### config.mk
export PLATFORM = sky130hd
export DESIGN_NAME = processador_flat
export DESIGN_NICKNAME = d
export VERILOG_FILES = /design/src/rtl/processador_if.sv /design/src/rtl/processador.sv /design/src/flat_wrapper.sv
export SDC_FILE = /design/constraint.sdc
export NUM_CORES = 1
export LEC_CHECK = 0
export ABC_AREA = 1
export CAP_MARGIN = 20
export CORE_MARGIN = 3
export CORE_UTILIZATION = 30
export DETAILED_ROUTE_END_ITERATION = 8
export SYNTH_ARGS = -nofsm -noshare
export SYNTH_HDL_FRONTEND = slang
export SYNTH_SLANG_ARGS = --single-unit
export TNS_END_PERCENT = 30
### constraint.sdc
create_clock -name clk -period 8.7 [get_ports clk]
set_input_delay 1.74 -clock clk [delete_from_list [all_inputs] [get_ports clk]]
set_output_delay 1.74 -clock clk [all_outputs]
set_load 0.02 [all_outputs]
### src/rtl/processador_if.sv
// processador_if: groups the opcode input with the registered result and status flags.
//   instr         : opcode driven each cycle (instruction memory / bench side)
//   result        : registered 8-bit result
//   zero_flag, carry_flag, overflow_flag, sign_flag, parity_flag : registered status flags
interface processador_if;
    logic [7:0] instr;
    logic [7:0] result;
    logic       zero_flag;
    logic       carry_flag;
    logic       overflow_flag;
    logic       sign_flag;
    logic       parity_flag;

    modport master (
        output instr,
        input  result, zero_flag, carry_flag, overflow_flag, sign_flag, parity_flag
    );

    modport slave (
        input  instr,
        output result, zero_flag, carry_flag, overflow_flag, sign_flag, parity_flag
    );
endinterface

### src/rtl/processador.sv
// processador: single-cycle 8-bit ALU core with an 8x8 register file, io latch and halt state.
//   clk   : rising-edge clock
//   reset : synchronous active-high reset
//   bus   : slave side of processador_if (instr in; result and five flags out)

// processador_regfile: 8x8 register file; entries 0 and 1 are the A/B operands.
//   clk, reset : clock and synchronous reset (clears every entry)
//   we0/wd0    : write port for regs[0];  we1/wd1 : write port for regs[1]
//   a, b       : current contents of regs[0] and regs[1]
module processador_regfile (
    input  logic       clk,
    input  logic       reset,
    input  logic       we0,
    input  logic [7:0] wd0,
    input  logic       we1,
    input  logic [7:0] wd1,
    output logic [7:0] a,
    output logic [7:0] b
);
    logic [7:0] regs [0:7];

    assign a = regs[0];
    assign b = regs[1];

    always_ff @(posedge clk) begin
        if (reset) begin
            for (int i = 0; i < 8; i++) regs[i] <= 8'h00;
        end else begin
            if (we0) regs[0] <= wd0;
            if (we1) regs[1] <= wd1;
        end
    end
endmodule

module processador (
    input  logic          clk,
    input  logic          reset,
    processador_if.slave  bus
);
    logic [7:0]  a, b;
    logic        we0, we1;
    logic [7:0]  result_q, result_d, io_q, io_d, res;
    logic [4:0]  flags_q, flags_d;
    logic        halted_q, halted_d, c, v, exec;
    logic [8:0]  sum, diff;
    logic [15:0] prod;

    processador_regfile regs (
        .clk(clk), .reset(reset),
        .we0(we0), .wd0(io_q),
        .we1(we1), .wd1(a),
        .a(a), .b(b)
    );

    assign sum  = {1'b0, a} + {1'b0, b};
    assign diff = {1'b0, a} - {1'b0, b};
    assign prod = a * b;

    always_comb begin
        res      = result_q;
        c        = 1'b0;
        v        = 1'b0;
        we0      = 1'b0;
        we1      = 1'b0;
        io_d     = io_q;
        halted_d = halted_q;
        // Undefined opcodes and the halted state behave as NOP: nothing moves.
        exec     = !halted_q && (bus.instr <= 8'h14);
        if (exec) begin
            case (bus.instr)
                8'h00: begin res = sum[7:0]; c = sum[8]; v = (a[7] == b[7]) && (sum[7] != a[7]); end
                // diff[8] is the borrow, i.e. A < B unsigned.
                8'h01: begin res = diff[7:0]; c = diff[8]; v = (a[7] != b[7]) && (diff[7] != a[7]); end
                8'h02: begin res = prod[7:0]; c = |prod[15:8]; v = |prod[15:8]; end
                8'h03: begin res = (b == 8'h00) ? 8'h00 : a / b; c = (b == 8'h00); end
                8'h04: begin res = (b == 8'h00) ? 8'h00 : a % b; c = (b == 8'h00); end
                8'h05: res = a & b;
                8'h06: res = a | b;
                8'h07: res = a ^ b;
                8'h08: res = {7'd0, a > b};
                8'h09: res = {7'd0, a < b};
                8'h0A: res = {7'd0, a == b};
                8'h0B: res = {7'd0, a != b};
                8'h0C: begin res = a; we1 = 1'b1; end
                8'h0D: begin res = {a[6:0], 1'b0}; c = a[7]; end
                8'h0E: begin res = {1'b0, a[7:1]}; c = a[0]; end
                8'h0F: res = a & 8'hFE;
                8'h10: res = a & 8'h7F;
                8'h11: begin res = io_q; we0 = 1'b1; end
                8'h12: begin res = a; io_d = a; end
                8'h13: begin res = a; halted_d = 1'b1; end
                default: res = ~a;
            endcase
        end
        result_d = exec ? res : result_q;
        flags_d  = exec ? {~|res, c, v, res[7], ~^res} : flags_q;
    end

    always_ff @(posedge clk) begin
        if (reset) begin
            result_q <= 8'h00;
            flags_q  <= 5'b0;
            io_q     <= 8'h00;
            halted_q <= 1'b0;
        end else begin
            result_q <= result_d;
            flags_q  <= flags_d;
            io_q     <= io_d;
            halted_q <= halted_d;
        end
    end

    assign bus.result        = result_q;
    assign bus.zero_flag     = flags_q[4];
    assign bus.carry_flag    = flags_q[3];
    assign bus.overflow_flag = flags_q[2];
    assign bus.sign_flag     = flags_q[1];
    assign bus.parity_flag   = flags_q[0];
endmodule

### src/flat_wrapper.sv
// flat-port wrapper written by rule: the top's interface ports become plain ports
module processador_flat 
  (clk, reset, bus_instr, bus_result, bus_zero_flag, bus_carry_flag, bus_overflow_flag, bus_sign_flag, bus_parity_flag);
  processador_if bus_i ();
  input  logic clk;
  input  logic reset;
  input wire logic [$bits(bus_i.instr)-1:0] bus_instr;
  output wire logic [$bits(bus_i.result)-1:0] bus_result;
  output wire logic [$bits(bus_i.zero_flag)-1:0] bus_zero_flag;
  output wire logic [$bits(bus_i.carry_flag)-1:0] bus_carry_flag;
  output wire logic [$bits(bus_i.overflow_flag)-1:0] bus_overflow_flag;
  output wire logic [$bits(bus_i.sign_flag)-1:0] bus_sign_flag;
  output wire logic [$bits(bus_i.parity_flag)-1:0] bus_parity_flag;
  assign bus_i.instr = bus_instr;
  assign bus_result = bus_i.result;
  assign bus_zero_flag = bus_i.zero_flag;
  assign bus_carry_flag = bus_i.carry_flag;
  assign bus_overflow_flag = bus_i.overflow_flag;
  assign bus_sign_flag = bus_i.sign_flag;
  assign bus_parity_flag = bus_i.parity_flag;
  processador u_core (.clk(clk), .reset(reset), .bus(bus_i));
endmodule
# == Word-level counts from Yosys, hierarchy flattened ==
# Memory sizes are Yosys's and may differ from the RTL's.
# Index checks and enable logic that the tools add are counted.
# op_classes
n_addsub,2
mul,1
div_mod_pow,2
order_cmp,3
n_eq_ne,25
muxes,20
bitwise_logic,6
n_reduce_logical,14
# op_table
cell,n
case mux 8 bit (18 select lines),1
"== test 8 x 4 -> 1 bit, second input constant",8
2-to-1 mux 8 bit,5
"== test 8 x 3 -> 1 bit, second input constant",4
"== test 8 x 5 -> 1 bit, second input constant",4
"== test 8 x 2 -> 1 bit, second input constant",2
zero test 8 bit,2
multiplier 8 x 8 -> 16 bit,1
OR reduction 8 bit,2
2-to-1 mux 1 bit,12
adder 8 x 8 -> 9 bit,1
subtractor 8 x 8 -> 9 bit,1
bitwise AND 8 bit,1
divider 8 x 8 -> 8 bit,1
"== test 8 x 1 -> 1 bit, second input constant",1
== test 8 bit,1
> comparator 8 bit,1
"less-or-equal comparator 8 x 5 -> 1 bit, second input constant",1
less-than comparator 8 bit,1
modulo 8 x 8 -> 8 bit,1
inequality test 8 bit,1
NOT 8 bit,1
bitwise OR 8 bit,1
XNOR reduction 8 bit,1
11 further kinds,18
# totals
regBits,22
ram_bits,64
output_inout_bits,13
wordCells,78
mem_count,1
# memory_table
memory,words,word_bits,read_ports,rd_ports_with_merged_regs,wr,line,source
u_core.regs.regs,8,8,2,0,8,processador.sv:20,logic [7:0] regs [0:7];

# == Depth between registers and ports, before layout ==
# logic_depth
word_depth,7
depth_mapped,79
depth_no_buf,79

# == By module ==
# A second synthesis with hierarchy kept.
# hier_totals
cells_unflattened,1136
hier_area_um2,7432.1
# modules_own_cells
module,instances,cells_per_inst,area_each_um2,seq_area_each_um2
processador,1,1083,6792.8,420.4
processador_regfile,1,53,639.4,480.5

# == Worst setup path after synthesis ==
# OpenSTA, ideal clock, no wires.
# synth_timing
path_kind,register -> register
startpoint,memory u_core.regs.regs[1][0] (netlist: u_core.regs.regs[0][8])
endpoint,register u_core.flags_q[0]
setup_ps,132
arrival_time_ps,9540
slack_ps,-971
stages_incl_launch_ff,73
synth_period_minus_slack_ps,9671
cell_sequence,edfxtp_1 -> inv_1 -> ha_1 -> nor2_1 -> nor2_1 -> nand2_1 -> nand2_1 -> nand2_1 -> ha_1 -> inv_1 -> o21bai_1 -> nand3_1 -> nand2_1 -> inv_1 -> ha_1 -> inv_1 -> o21bai_1 -> nand2_1 -> (+37 left out) -> nand2_1 -> o21ai_1 -> inv_1 -> fa_1 -> nor2_1 -> o21ai_0 -> nand2_1 -> nand2_1 -> nand3_1 -> buf_4 -> o21ai_0 -> o211ai_2 -> nand3_1 -> a22oi_2 -> ha_1 -> xnor2_1 -> xnor2_1 -> a21oi_1
# synth_rtl
item,line,source
start: declaration,processador.sv:20,
end signal: assignment,processador.sv:107,flags_q <= flags_d;
end: declaration,processador.sv:43,"logic [4:0] flags_q, flags_d;"

==> results.toml <==
[status]
status = "complete, but fails checks"
violations = "negative setup slack"

[route]
drt_iter0_drc = 546
via_per_inst = 4.87
dr.max_layer_used = "met4"
ant_nets = 0
wl_per_cell_um = 15.4
drtPass1Iterations = 6
wl_um = 25300
drc = 0
wirelength_met1_um = 11700
met3_length_um = 1090
dr_wl_met2_um = 12100
vias = 8005

[cells_and_area]
synthToLayoutAreaGrowth_pct = 35.8
mostFrequentLayoutCell = "nand2_1"
final_cell_mix = "226 x nand2_1, 196 x inv_1, 185 x buf_4, 82 x ha_1, 77 x nor2_1"
n_antenna_cell = 0
nets = 1472
final_cells = 1645
drive_above_1_share = 0.301
fill_cells = 2553

[setup_path]
cp_slowest_cell = "edfxtp_1"
cp_max_fo = 8
cp_num_buf_inv = 18
critPathLaunchType = "register"
max_stage_delay_ps = 410
ff2ff_setup_slack_ps = -610
worstPathRequired_ps = 8870
end_kind = "register"
worstPathArrival_ps = 9470
crit_type = "reg -> reg"
crit_path_frequent_cell = "nand2_2"
crit_family = "simple AND/OR/NAND/NOR gates"

[cts]
clock-root-buffer = "clkbuf_16"
ctsLongestPathBuffers = 2
cts_buffers = 5
clock_latency_ps = 300
clkSinkCount = 37
path_clk_slew_ps = 60
tritoncts = "built"
cts.htree.levels = 2

[timing]
relSlewSlack = 0.469
grt_setup_unrepaired = "yes"
period_share = 1.07
finalWorstSetupSlack_ps = -605
final_max_slew_viol_count = 0
fmax_mhz = 107
period_needed_ps = 9310
timing.final.hold_violations = 0
timing.hold.ws_ps = 469
setup_violations = 5
tightestPinTransition_ps = 797
skew_ps = 5.98

[floorplan]
dieArea_um2 = 27400
io_pins = 23
die_y_um = 166
die_w_um = 166
rows = 57
start_util = 0.309
core_um2 = 24700

[synth]
yosys.area.top_type = "ha_1"
syn_inst = 1130
ys_seq_area_frac = 0.118
syn_area_um2 = 7630
synth-seq-cells = 37
synth_top_flop_cell = "dfxtp_1"
synth_fp_nets = 1282
yosysWarningCount = 0
synth_top_area_frac = 0.169
synth.avg_cell_area_um2 = 6.75
synth.distinct_cells = 64
synth_area_leaders = "ha_1 17%, nand2_1 13%, inv_1 10%, fa_1 10%, edfxtp_1 6.3%"
synth-edff-count = 16
async_reset_ff_frac = 0

[placement]
numPortBuffers = 22
dp.cells = 1584
dp_hpwl_um = 19500
routabilityCongestion = 0.997

[power]
worst_ir_drop_vdd_mv = 0.110
p_leak_nw = 5.35
total_power_mw = 1.40
cellPowerDensity_nw_per_um2 = 135

[flow_run]
timing.max_cap.violations = 0

[grt]
antenna_found_initial = 0
grt_pass1_vias = 7726
grt_use_total = 0.184
grt_pass1_wl_um = 39900
grt-ovfl-total = 0
grt_max_degree = 21

[hold_path]
min_path_type = "reg -> reg"
-- worst reg2reg max path, delay by kind of cell, from the launching register on --
family / cells / cell delay (ps)
compound gates: 9 / 1180
xor+xnor: 3 / 470
flops: 1 / 410
fa+ha+maj: 8 / 2080
simple gates: 35 / 3380
buf+inv: 18 / 1640
-- sequential cells by signal (all words and copies together), names as in the netlist --
| name | cells |
|---|---|
| u_core.regs.regs | 16 |
| u_core.io_q | 8 |
| u_core.bus.result | 7 |
| u_core.flags_q | 5 |
| u_core.halted_q | 1 |
-- cell type report --
cell class	count	area [µm²]	share of cell area
Clock buffer	6	129	0.0124
Clock inverter	2	38.8	0.00374
Inverter	229	893	0.0862
Multi-Input combinational cell	835	6330	0.611
Sequential cell	37	901	0.0869
Tap cell	324	405	0.0391
Timing Repair Buffer	212	1670	0.161
-- power by group --
group / internal [mW] / total [mW] / switching, mW
sequential: 0.185 / 0.191 / 0.00570
combinational: 0.491 / 0.989 / 0.498
clock: 0.136 / 0.216 / 0.0797
total: 0.812 / 1.40 / 0.584
-- synth_stat cells (3+ instances only) --
library cell,count
inv_1,210
o21bai_1,7
xor2_1,23
dfxtp_1,21
o21ai_0,47
fa_1,39
buf_2,3
nor2_1,81
inv_2,14
nand3_2,15
nor2_4,3
buf_6,7
nand2_2,14
nand3_4,3
and2_1,4
o2111ai_1,3
a21boi_1,6
nor3_1,14
edfxtp_1,16
nand4_1,12
o21ai_2,4
nand2_1,256
clkbuf_1,13
a31oi_1,4
o211ai_1,4
o21ai_1,4
xnor2_1,6
ha_1,103
nand3_1,57
a21oi_1,76
buf_4,3
nor2_2,5
or2_2,10
nor4_1,4
-- kinds of logic after synthesis --
logic type,Yosys count,share of synthesized area
adders and majority gates,142,0.271
and+or+nand+nor,491,0.305
buffers and inverters,258,0.140
xor gates and xnor gates,29,0.0333
DFF,37,0.118
AOI/OAI and AO/OA,173,0.133
-- stage by stage --
step	setup WS (ps)	area [µm²]	setup TNS [ps]	utilization
after global routing	-1190	10400	-6490	0.420
after CTS	-537	9960	-801	0.404
final	-605	10400	-1320	0.420
after detailed placement	-894	9320	-3210	0.378
after global placement	-764	9320	-2340	0.378
after floorplan	-428	7860	-516	-
-- layer usage --
metal,vias up,global-route usage
met5,-,0
met4,0,0.0329
met3,34,0.0202
met2,200,0.315
met1,3787,0.252
li1,3984,-
-- path summary, 6_finish.rpt --
path / from / end / cells past startpoint
hold reg to reg: u_core.flags_q[3] / u_core.flags_q[3] / 2
hold / removal: u_core.flags_q[3] / u_core.flags_q[3] / 2
setup reg to reg: u_core.regs.regs[0][8] / u_core.flags_q[0] / 73
setup / recovery: u_core.regs.regs[0][8] / u_core.flags_q[0] / 73
-- repair_timing --
item                       CTS  global route
pin swaps                   38            79
buffers inserted            38            17
hold buffers                 0             0
setup endpoints to repair   10            10
gates resized for setup     43            70
No activity file was read; power rests on OpenSTA's default activity.
